==> src/rtl/uart_tx_framed.sv <==
// Parametrised UART transmitter: TX FIFO, 5..8 data bits LSB first, optional parity, 1 or 2 stop bits.
// Define UART_TX_BREAK_EN to add the break_req input and a line-break state entered from IDLE.
module uart_tx_framed #(
  parameter int ClockDivider = 10,
  parameter int DataBits     = 8,
  parameter int Parity       = 0,
  parameter int StopBits     = 1,
  parameter int Depth        = 4
) (
  input  logic                   clk,
  input  logic                   rst,
  input  logic [DataBits-1:0]    data_in,
  input  logic                   data_in_valid,
`ifdef UART_TX_BREAK_EN
  input  logic                   break_req,
`endif
  output logic                   ready,
  output logic                   out_bit,
  output logic                   busy,
  output logic [$clog2(Depth):0] fifo_level
);
  localparam int TW = $clog2(ClockDivider);
  localparam int PW = $clog2(Depth);
  localparam int LW = PW + 1;
`ifdef UART_TX_BREAK_EN
  localparam int FrameLen = ClockDivider * (1 + DataBits + ((Parity != 0) ? 1 : 0) + StopBits);
  localparam int BKW      = $clog2(FrameLen);
`endif

  if (ClockDivider < 2 || DataBits < 5 || DataBits > 8 || Parity < 0 || Parity > 2 ||
      StopBits < 1 || StopBits > 2 || Depth < 2 || (Depth & (Depth - 1)) != 0) begin : g_bad_params
    $error("uart_tx_framed: illegal parameter value");
  end

  typedef enum logic [2:0] {
    IDLE, START, DATA, PARITY, STOP
`ifdef UART_TX_BREAK_EN
    , BREAK
`endif
  } state_t;

  state_t              state_q, state_d;
  logic [TW-1:0]       timer_q, timer_d;
  logic [2:0]          bit_q, bit_d;
  logic [DataBits-1:0] shift_q, shift_d;
  logic                par_q, par_d;
  logic                out_q, out_d;
  logic [PW-1:0]       wr_ptr_q, wr_ptr_d;
  logic [PW-1:0]       rd_ptr_q, rd_ptr_d;
  logic [LW-1:0]       level_q, level_d;
  logic [DataBits-1:0] mem_q [Depth];
`ifdef UART_TX_BREAK_EN
  logic [BKW-1:0]      brk_q, brk_d;
`endif
  logic                push, pop, timer_end;
  logic [DataBits-1:0] head;

  assign timer_end = (timer_q == TW'(ClockDivider - 1));
  assign head      = mem_q[rd_ptr_q];

  // Ready comes from the registered count only, so a same-cycle pop never opens a full FIFO.
  assign ready      = (level_q != LW'(Depth));
  assign busy       = (state_q != IDLE) || (level_q != '0);
  assign fifo_level = level_q;
  assign out_bit    = out_q;

  always_comb begin
    push     = data_in_valid && ready;
    wr_ptr_d = wr_ptr_q + PW'(push);
    rd_ptr_d = rd_ptr_q + PW'(pop);
    level_d  = level_q + LW'(push) - LW'(pop);
  end

  always_comb begin
    state_d = state_q;
    timer_d = timer_end ? '0 : timer_q + TW'(1);
    bit_d   = bit_q;
    shift_d = shift_q;
    par_d   = par_q;
    pop     = 1'b0;
`ifdef UART_TX_BREAK_EN
    brk_d   = brk_q;
`endif
    case (state_q)
      IDLE: begin
        timer_d = '0;
        bit_d   = '0;
`ifdef UART_TX_BREAK_EN
        brk_d   = '0;
        if (break_req) state_d = BREAK;
        else
`endif
        if (level_q != '0) begin
          pop     = 1'b1;
          state_d = START;
        end
      end
      START: begin
        if (timer_end) begin
          state_d = DATA;
          bit_d   = '0;
        end
      end
      DATA: begin
        if (timer_end) begin
          if (bit_q == 3'(DataBits - 1)) begin
            bit_d   = '0;
            state_d = (Parity != 0) ? PARITY : STOP;
          end else begin
            bit_d   = bit_q + 3'd1;
            shift_d = shift_q >> 1;
          end
        end
      end
      PARITY: begin
        if (timer_end) begin
          state_d = STOP;
          bit_d   = '0;
        end
      end
      STOP: begin
        // Chain straight into the next start bit when more words are queued.
        if (timer_end) begin
          if (bit_q == 3'(StopBits - 1)) begin
            bit_d = '0;
            if (level_q != '0) begin
              pop     = 1'b1;
              state_d = START;
            end else begin
              state_d = IDLE;
            end
          end else begin
            bit_d = bit_q + 3'd1;
          end
        end
      end
`ifdef UART_TX_BREAK_EN
      BREAK: begin
        timer_d = '0;
        if (brk_q != BKW'(FrameLen - 1)) brk_d = brk_q + BKW'(1);
        else if (!break_req) begin
          state_d = STOP;
          bit_d   = '0;
        end
      end
`endif
      default: state_d = IDLE;
    endcase

    if (pop) begin
      shift_d = head;
      par_d   = (^head) ^ 1'(Parity == 1);
    end

    // The line is registered from next-state values so the pin never glitches.
    case (state_d)
      START:   out_d = 1'b0;
      DATA:    out_d = shift_d[0];
      PARITY:  out_d = par_d;
`ifdef UART_TX_BREAK_EN
      BREAK:   out_d = 1'b0;
`endif
      default: out_d = 1'b1;
    endcase
  end

  always_ff @(posedge clk) begin
    if (rst) begin
      state_q  <= IDLE;
      timer_q  <= '0;
      bit_q    <= '0;
      out_q    <= 1'b1;
      wr_ptr_q <= '0;
      rd_ptr_q <= '0;
      level_q  <= '0;
`ifdef UART_TX_BREAK_EN
      brk_q    <= '0;
`endif
    end else begin
      state_q  <= state_d;
      timer_q  <= timer_d;
      bit_q    <= bit_d;
      out_q    <= out_d;
      wr_ptr_q <= wr_ptr_d;
      rd_ptr_q <= rd_ptr_d;
      level_q  <= level_d;
`ifdef UART_TX_BREAK_EN
      brk_q    <= brk_d;
`endif
    end
  end

  always_ff @(posedge clk) begin
    shift_q <= shift_d;
    par_q   <= par_d;
    if (push) mem_q[wr_ptr_q] <= data_in;
  end
endmodule

==> config.mk <==
export PLATFORM = sky130hd
export DESIGN_NAME = uart_tx_framed
export DESIGN_NICKNAME = d
export VERILOG_FILES = /design/src/rtl/uart_tx_framed.sv
export SDC_FILE = /design/constraint.sdc
export NUM_CORES = 1
export LEC_CHECK = 0
export ABC_AREA = 0
export CAP_MARGIN = 40
export CELL_PAD_IN_SITES_DETAIL_PLACEMENT = 1
export CELL_PAD_IN_SITES_GLOBAL_PLACEMENT = 1
export CORE_ASPECT_RATIO = 0.8
export CORE_UTILIZATION = 52
export CTS_BUF_LIST = sky130_fd_sc_hd__clkbuf_16
export DETAILED_ROUTE_END_ITERATION = 12
export GPL_TIMING_DRIVEN = 0
export PLACE_DENSITY_LB_ADDON = 0.12
export SLEW_MARGIN = 20
export SYNTH_ARGS = -nofsm -noshare
export SYNTH_HDL_FRONTEND = slang
export SYNTH_SLANG_ARGS = --single-unit
==> constraint.sdc <==
create_clock -name clk -period 7 [get_ports clk]
set_input_delay 1.4 -clock clk [delete_from_list [all_inputs] [get_ports clk]]
set_output_delay 1.4 -clock clk [all_outputs]
set_load 0.02 [all_outputs]
==> flow_summary.toml, run 1 <==
[status]
status = "finished clean"

[synth]
synth_edf_count = 39
synth_nets = 199
yosysMostFrequentCell = "edfxtp_1"
synth.distinct_cells = 38
yosysTopAreaCellShare_pct = 46.1
synth_area_per_cell_sq_um = 14.3
yosysWarnings = 0
ys_top_cells_by_area = "edfxtp_1 46%, dfxtp_1 16%, mux4_2 7.1%"
synth_common_cells = "39 x edfxtp_1, 20 x dfxtp_1, 17 x nor2_1"
seq_area_frac_synth_pct = 61.9
synthFlopType = "edfxtp_1"
async_flop_share_pct = 0
netlist_instances = 178
synth_area_sq_um = 2540
synth_area_leader_cell = "edfxtp_1"
synth_seq_cells = 59

[detailed_routing]
postRouteAntennaNets = 0
drc_errors = 0
drtIter0Drc = 48
drt_pass1_iterations = 4
wl_per_cell_um = 21.7
routed_wl_um = 5850
via_per_inst = 5.83
via_count = 1573

[setup_path]
cp.required_ns = 5.60
cp-start-kind = "register"
worst_r2r_startpoint = "timer_q[0]"
arrival_ns = 2.00
crit_chain = "or3_4 > or3_1 > clkdlybuf4s50_1"
path_max_fanout = 5
crit_family = "simple AND/OR/NAND/NOR gates"
worstSetupEndpointType = "output pin"
critPathKind = "register to output pin"
crit_buf_inv = 1
critPathLaunch = "fifo_level[1]"
crit_path_top_delay_cell = "clkdlybuf4s50_1"
critPathMaxStageDelay_ns = 0.54

[cts]
cts_tree = "yes"
cts_buffer_depth = 2
ctsRootBufferMaster = "clkbuf_16"
cts_setup_buffers = 0
postCtsHoldBufs = 0
cts_buffers = 9
path_clk_slew_ns = 0.05
insertion_delay_ns = 0.33
cts_num_sinks = 59
h-tree-depth = 3
cts-resized-gates = 0

[grt]
grt_overflow_total = 0
grt_pass1_wl_um = 9330
grt_usage_pct = 26.3
grt_max_degree = 12
grt_pass1_vias = 1719
antenna_found_initial = 0

[cells_and_area]
antenna_cells = 0
syn_to_final_growth_pct = 22.4
utilization_pct = 66.8
final_cell_area_sq_um = 3110
nNetsFinal = 226
drive_above_1_share_pct = 17.6
ff_latch_area_sq_um = 1570
multi_input_area_sq_um = 913
fillCellCount = 414

[place]
dp.final_hpwl_um = 3790
numPortBuffers = 16
place_congestion = 0.737
dpl_cell_area_sq_um = 2790

[floorplanning]
die_w_um = 80.1
dieArea_sq_um = 5170
core_sq_um = 4650
die-height_um = 64.5
pin_count = 17
fp-row-count = 22
initial_core_util_pct = 54.6

[power_and_ir_drop]
power.share.clock_pct = 33.8
pwr-share-seq_pct = 35.6
p_int_w = 0.000958
ir_drop_v = 0.000236
leakage_nw = 1.14
switching_share_pct = 30.2
power.net_switching_w = 0.000414
power_density_nw_per_um2 = 442
pwr-share-comb_pct = 30.6

[timing]
finalSetupTns_ns = 0
finalHoldViolations = 0
worst_pin_slew_ns = 0.748
slew_headroom_pct = 49.9
finalSetupViolations = 0
slew_viol_final = 0
finClkSkew_ns = 0.00698
rsz0062_at_grt = "no"
fmax_mhz = 294
fin_crit_ns = 3.40
finalCritPeriodShare_pct = 48.6

[min_path]
min_from = "timer_q[0]"
hold_class = "register to register"

[flow_run]
drv_cap = 0
-- final cells by class --
class                           instances  area share [%]
Sequential cell                        59            50.6
Inverter                                9            1.09
Clock buffer                            9            7.25
Clock inverter                          7            2.98
Buffer                                  6            1.13
Timing Repair Buffer                   16            5.16
Multi-Input combinational cell        104            29.4
Tap cell                               60            2.42
-- layout by cell type (no fill, tap or decap), types with 6 or more instances in the layout --
master           instances
clkdlybuf4s50_1         16
nor2_1                  17
dfxtp_1                 20
a22o_1                   6
ha_1                     9
inv_1                    9
edfxtp_1                39
xnor2_1                 12
a21oi_1                  7
clkbuf_16                9
mux4_2                   8
-- path summary, 6_finish.rpt --
kind,endpoint,depth (start not counted),slack (ns)
setup reg to reg,fifo_level[2],12,3.98
hold reg to reg,timer_q[0],1,0.49
hold / removal,timer_q[0],1,0.49
setup / recovery,busy,3,3.60
-- power by group through the flow --
stage          clock [W]  combinational (W)  sequential, W
4_1_cts         0.000467           0.000422       0.000489
6_report        0.000464           0.000420       0.000488
5_1_grt         0.000479           0.000459       0.000494
3_5_place_dp           0           0.000405       0.000493
2_1_floorplan          0           0.000283       0.000490
3_3_place_gp           0           0.000379       0.000485
-- logic make-up after synthesis --
family	synth area share, %
flops	61.9
simple gates	11.3
compound gates	5.96
buf+inv	2.71
xor+xnor	4.48
fa+ha+maj	5.67
mux	7.98
-- per-stage QoR --
stage               setup slack [ns]  total power [W]  std cells  hold slack [ns]
floorplan                       4.19         0.000773        178            0.434
finish                          3.60          0.00137        270            0.486
CTS                             3.60          0.00138        270            0.492
global route                    3.54          0.00143        270            0.500
global placement                3.58         0.000864        254            0.444
detailed placement              3.52         0.000898        254            0.464
-- per-layer routing --
| metal | GRT usage [%] | share of wire (%) | vias to the layer above |
|---|---|---|---|
| li1 | - | - | 710 |
| met1 | 31.6 | 43 | 790 |
| met2 | 43.7 | 51 | 56 |
| met3 | 7.89 | 4.0 | 17 |
| met4 | 11.6 | 2.6 | 0 |
| met5 | 0 | 0 | - |
-- flip-flops by register name (all words and copies together) (netlist names) --
signal	count
par_q	1
state_q	3
wr_ptr_q	2
timer_q	4
fifo_level	3
mem_q	32
shift_q	8
rd_ptr_q	2
bit_q	3
out_bit	1
Note: power is estimated with default switching activity, not from simulation.
==> run 2: changes to the inputs <==
--- a/config.mk
+++ b/config.mk
@@ -10,7 +10,7 @@
 export CELL_PAD_IN_SITES_DETAIL_PLACEMENT = 1
 export CELL_PAD_IN_SITES_GLOBAL_PLACEMENT = 1
 export CORE_ASPECT_RATIO = 0.8
-export CORE_UTILIZATION = 52
+export CORE_UTILIZATION = 48
 export CTS_BUF_LIST = sky130_fd_sc_hd__clkbuf_16
 export DETAILED_ROUTE_END_ITERATION = 12
 export GPL_TIMING_DRIVEN = 0
==> constraint.sdc (replaced) <==
create_clock -name clk -period 3.45 [get_ports clk]
set_input_delay 0.69 -clock clk [delete_from_list [all_inputs] [get_ports clk]]
set_output_delay 0.69 -clock clk [all_outputs]
set_load 0.02 [all_outputs]
==> run 2 against run 1 <==
- critical path depth grew 9
- largest power group unchanged
- clock-buffer cell count unchanged
- flip-flop and latch count unchanged
- sequential power is 100% higher
- sequential share of layout area is 0.35 points higher
- worst setup slack worse by 3.1 ns
- utilization down 5.5 points
- critical endpoint is now fifo_level[2]
- combinational power up 93%
- clock power rose by 86%
==> flow_summary.toml, run 2 (synthesis gave the netlist of run 1 again) <==
[detailed_routing]
via_per_inst = 5.49
postRouteAntennaNets = 0
via_count = 1494
routed_wl_um = 5220
wl_per_cell_um = 19.2
drtIter0Drc = 89
drc_errors = 0
drt_pass1_iterations = 4

[timing]
finClkSkew_ns = 0.00776
rsz0062_at_grt = "no"
finalCritPeriodShare_pct = 84.3
finalSetupTns_ns = 0
finalSetupViolations = 0
worst_pin_slew_ns = 0.746
fmax_mhz = 344
fin_crit_ns = 2.91
finalHoldViolations = 0
slew_viol_final = 0
slew_headroom_pct = 50.0

[power_and_ir_drop]
power.share.clock_pct = 32.4
ir_drop_v = 0.000506
power.net_switching_w = 0.000797
leakage_nw = 1.12
power_density_nw_per_um2 = 864
pwr-share-seq_pct = 37.1
pwr-share-comb_pct = 30.5
switching_share_pct = 29.9
p_int_w = 0.00187
power_w = 0.00266

[cells_and_area]
final_common_cell = "edfxtp_1"
drive_above_1_share_pct = 17.6
syn_to_final_growth_pct = 21.5
nNetsFinal = 226
top_register = "mem_q"
largest_reg_flops = 32
layout_common_cells = "39 x edfxtp_1, 20 x dfxtp_1, 17 x nor2_1, 16 x clkdlybuf4s50_1, 12 x xnor2_1"
top_regs = "mem_q (32), shift_q (8), timer_q (4)"
antenna_cells = 0
utilization_pct = 61.3

[setup_path]
cp-start-kind = "register"
worstSetupEndpointType = "register"
cp.required_ns = 3.64
ff2ff_setup_slack_ns = 0.54
crit-reg2reg-capture = "fifo_level[2]"
path_max_fanout = 11
reg2reg_depth = 12
arrival_ns = 3.10
worst_r2r_startpoint = "timer_q[0]"
critPathKind = "register to register"

[grt]
grt_pass1_vias = 1627
grt_usage_pct = 21.2
grt_pass1_wl_um = 8500
grt_overflow_total = 0
antenna_found_initial = 0
grt_max_degree = 12

[cts]
postCtsHoldBufs = 0
h-tree-depth = 3
path_clk_slew_ns = 0.05
cts-resized-gates = 0
insertion_delay_ns = 0.33
cts_tree = "yes"
cts_buffers = 9
cts_buffer_depth = 2
cts_setup_buffers = 0
ctsRootBufferMaster = "clkbuf_16"
cts_num_sinks = 59

[flow_run]
drv_cap = 0

[min_path]
hold_class = "register to register"
hold_path_depth = 1
hold-path-endpoint = "timer_q[0]"
min_from = "timer_q[0]"

[place]
dp.final_hpwl_um = 3460
numPortBuffers = 16
place_congestion = 0.708

[status]
status = "finished clean"

[floorplanning]
pin_count = 17
dieArea_sq_um = 5590
die-height_um = 67.0
fp-row-count = 23
die_w_um = 83.3
initial_core_util_pct = 50.4
core_sq_um = 5040
run 2: final cells by class:
type                       count  area (sq um)
fill                         476          1950
sequential                    59          1570
multi-input combinational    104           913
clock buffer                   9           225
timing repair buffer          16           160
tap                           62          77.6
clock inverter                 7          68.8
buffer                         6          35.0
inverter                       9          33.8
run 2: per-layer routing:
layer | up-vias | global-route usage (%) | part of all wire (%)
li1 | 714 | - | -
met1 | 738 | 25.2 | 45
met2 | 35 | 36.6 | 50
met3 | 7 | 7.93 | 3.9
met4 | 0 | 5.60 | 1.1
met5 | - | 0 | 0
run 2: power groups by stage:
stage	clock [W]	sequential, W	combinational [W]
2_1_floorplan	0	0.000995	0.000574
3_3_place_gp	0	0.000985	0.000773
3_5_place_dp	0	0.00100	0.000806
4_1_cts	0.000876	0.000992	0.000821
5_1_grt	0.000912	0.00100	0.000892
6_report	0.000865	0.000988	0.000812
run 2: worst max path at each step:
stage	startpoint	to	slack [ns]	depth (start not counted)
3_3_place_gp	data_in_valid	mem_q[1][4]	0.66	3
5_1_grt	timer_q[0]	fifo_level[2]	0.30	12
2_1_floorplan	timer_q[0]	fifo_level[2]	0.91	12
4_1_cts	timer_q[0]	fifo_level[2]	0.53	12
3_5_place_dp	timer_q[0]	fifo_level[2]	0.57	12
6_report	timer_q[0]	fifo_level[2]	0.54	12
run 2: critical path: stages, from the launching register on:
cell      delay, ns
dfxtp_1        0.38
ha_1           0.24
nand3b_4       0.14
or2_1          0.30
a21oi_1        0.25
buf_2          0.29
ha_1           0.17
inv_1          0.04
ha_1           0.18
fa_1           0.38
xnor2_1        0.19
xnor2_1        0.14
nor2_1         0.06
run 2: metrics by stage:
stage          hold WS, ns  instances  worst slack, ns  area [sq um]
3_5_place_dp         0.480        256            0.565          2790
6_report             0.479        272            0.540          3090
3_3_place_gp         0.442        256            0.662          2780
4_1_cts              0.488        272            0.534          3090
2_1_floorplan        0.434        178            0.906          2540
5_1_grt              0.506        272            0.303          3090
==> run 3: changes to the inputs <==
==> constraint.sdc (replaced) <==
create_clock -name clk -period 2.83 [get_ports clk]
set_input_delay 0.566 -clock clk [delete_from_list [all_inputs] [get_ports clk]]
set_output_delay 0.566 -clock clk [all_outputs]
set_load 0.02 [all_outputs]
==> run 3 against run 2 <==
- clock-buffer cell count unchanged
- critical endpoint unchanged
- worst setup slack got worse by 0.38 ns
- flip-flop and latch count is the same
- highest routed layer unchanged
- global-route usage is the same
- sequential power up 22%
- cell count up 0.37%
- largest power group unchanged
- utilization rose by 0.47 points
- critical path depth up 1
==> flow_summary.toml, run 3 (synthesis gave the netlist of run 1 again) <==
[cts]
ctsRootBufferMaster = "clkbuf_16"
cts_tree = "yes"
path_clk_slew_ns = 0.05
h-tree-depth = 3
cts_buffer_depth = 2
cts_buffers = 9
postCtsHoldBufs = 0
cts_num_sinks = 59
insertion_delay_ns = 0.33

[detailed_routing]
wl_per_cell_um = 19.4
via_per_inst = 5.56
drc_errors = 0
routed_wl_um = 5290
drtIter0Drc = 109
postRouteAntennaNets = 0
via_count = 1519
drt_pass1_iterations = 4

[floorplanning]
dieArea_sq_um = 5590
die-height_um = 67.0
die_w_um = 83.3
initial_core_util_pct = 50.4
pin_count = 17
fp-row-count = 23
core_sq_um = 5040

[timing]
fin_crit_ns = 2.67
rsz0062_at_grt = "no"
slew_headroom_pct = 50.1
worst_pin_slew_ns = 0.746
finalSetupTns_ns = 0
finalCritPeriodShare_pct = 94.2
fmax_mhz = 375
finClkSkew_ns = 0.00865
finalHoldViolations = 0
finalSetupViolations = 0
slew_viol_final = 0
holdWs_ns = 0.442

[cells_and_area]
largest_reg_flops = 32
top_register = "mem_q"
multi_input_area_sq_um = 922
drive_above_1_share_pct = 19.9
final_common_cell = "edfxtp_1"
nNetsFinal = 227
layout_common_cells = "39 x edfxtp_1, 19 x dfxtp_1, 17 x nor2_1, 16 x clkdlybuf4s50_1, 12 x xnor2_1"
ff_latch_area_sq_um = 1570
fillCellCount = 474
syn_to_final_growth_pct = 22.5
antenna_cells = 0
top_regs = "mem_q (32), shift_q (8), timer_q (4)"

[power_and_ir_drop]
leakage_nw = 1.13
ir_drop_v = 0.000617
power_w = 0.00329
power_density_nw_per_um2 = 1060

[setup_path]
cp-start-kind = "register"
cp.required_ns = 3.02
critPathKind = "register to register"
path_max_fanout = 11
worstSetupEndpointType = "register"
arrival_ns = 2.86

[flow_run]
drv_cap = 0

[grt]
grt_pass1_vias = 1627
grt_pass1_wl_um = 8500
grt_usage_pct = 21.2
grt_max_degree = 12
grt_overflow_total = 0
antenna_found_initial = 0

[place]
numPortBuffers = 16
dp.final_hpwl_um = 3460
place_congestion = 0.708

[min_path]
hold_class = "register to register"

[status]
status = "finished clean"
==> run 3: cell types whose count changed in the layout (fill, tap and decap cells not counted), sizes merged <==
cell	delta
buf	+1
==> run 3: cell type report <==
| cell class | count | area share (%) |
|---|---|---|
| multi-input combinational | 104 | 29.7 |
| tap | 62 | 2.49 |
| clock buffer | 9 | 7.24 |
| clock inverter | 7 | 2.21 |
| buffer | 6 | 1.33 |
| sequential | 59 | 50.6 |
| inverter | 9 | 1.09 |
| timing repair buffer | 17 | 5.39 |
==> run 3: worst paths after layout <==
kind         startpoint            end  slack, ns  cells past startpoint
min          timer_q[0]     timer_q[0]       0.44                      1
min reg2reg  timer_q[0]     timer_q[0]       0.44                      1
max          timer_q[1]  fifo_level[2]       0.16                     13
max reg2reg  timer_q[1]  fifo_level[2]       0.16                     13
==> run 3: worst max-delay path: stages, from the launching register on <==
cell	delay [ns]
dfxtp_1	0.33
inv_1	0.06
ha_2	0.20
nand3b_4	0.13
or2_4	0.30
a21oi_2	0.20
buf_6	0.18
ha_1	0.14
inv_1	0.04
ha_1	0.18
fa_1	0.38
xnor2_1	0.19
xnor2_1	0.14
nor2_1	0.07
==> run 3: where the power goes <==
part	switching (W)	internal [W]	leakage, nW
Sequential	0.0000819	0.00112	0.527
Clock	0.000382	0.000676	0.141
Combinational	0.000523	0.000503	0.463
==> run 3: per-layer routing <==
layer  track usage, %  routed length (um)  vias up
li1                 -                   -      715
met5                0                   0        -
met4             5.60                  51        0
met2             36.6                2680       35
met3             7.93                 192        6
met1             25.2                2370      763
==> run 3: per-stage QoR <==
stage / utilization, % / area (sq um) / std cells / setup WS [ns]
6_report: 61.7 / 3110 / 273 / 0.164
5_1_grt: 61.7 / 3110 / 273 / 0.00192
4_1_cts: 61.4 / 3090 / 272 / 0.0483
3_5_place_dp: 55.4 / 2790 / 256 / -0.0547
3_3_place_gp: 55.1 / 2780 / 256 / 0.0523
2_1_floorplan: - / 2540 / 178 / 0.286
==> run 3: what timing repair did <==
| action | 4_1_cts | 5_1_grt |
|---|---|---|
| buffers inserted | 0 | 1 |
| setup endpoints to repair | 1 | 1 |
| cloned | 0 | 0 |
| pin swaps | 0 | 1 |
| hold endpoints to repair | 0 | 0 |
| gates resized for setup | 2 | 4 |
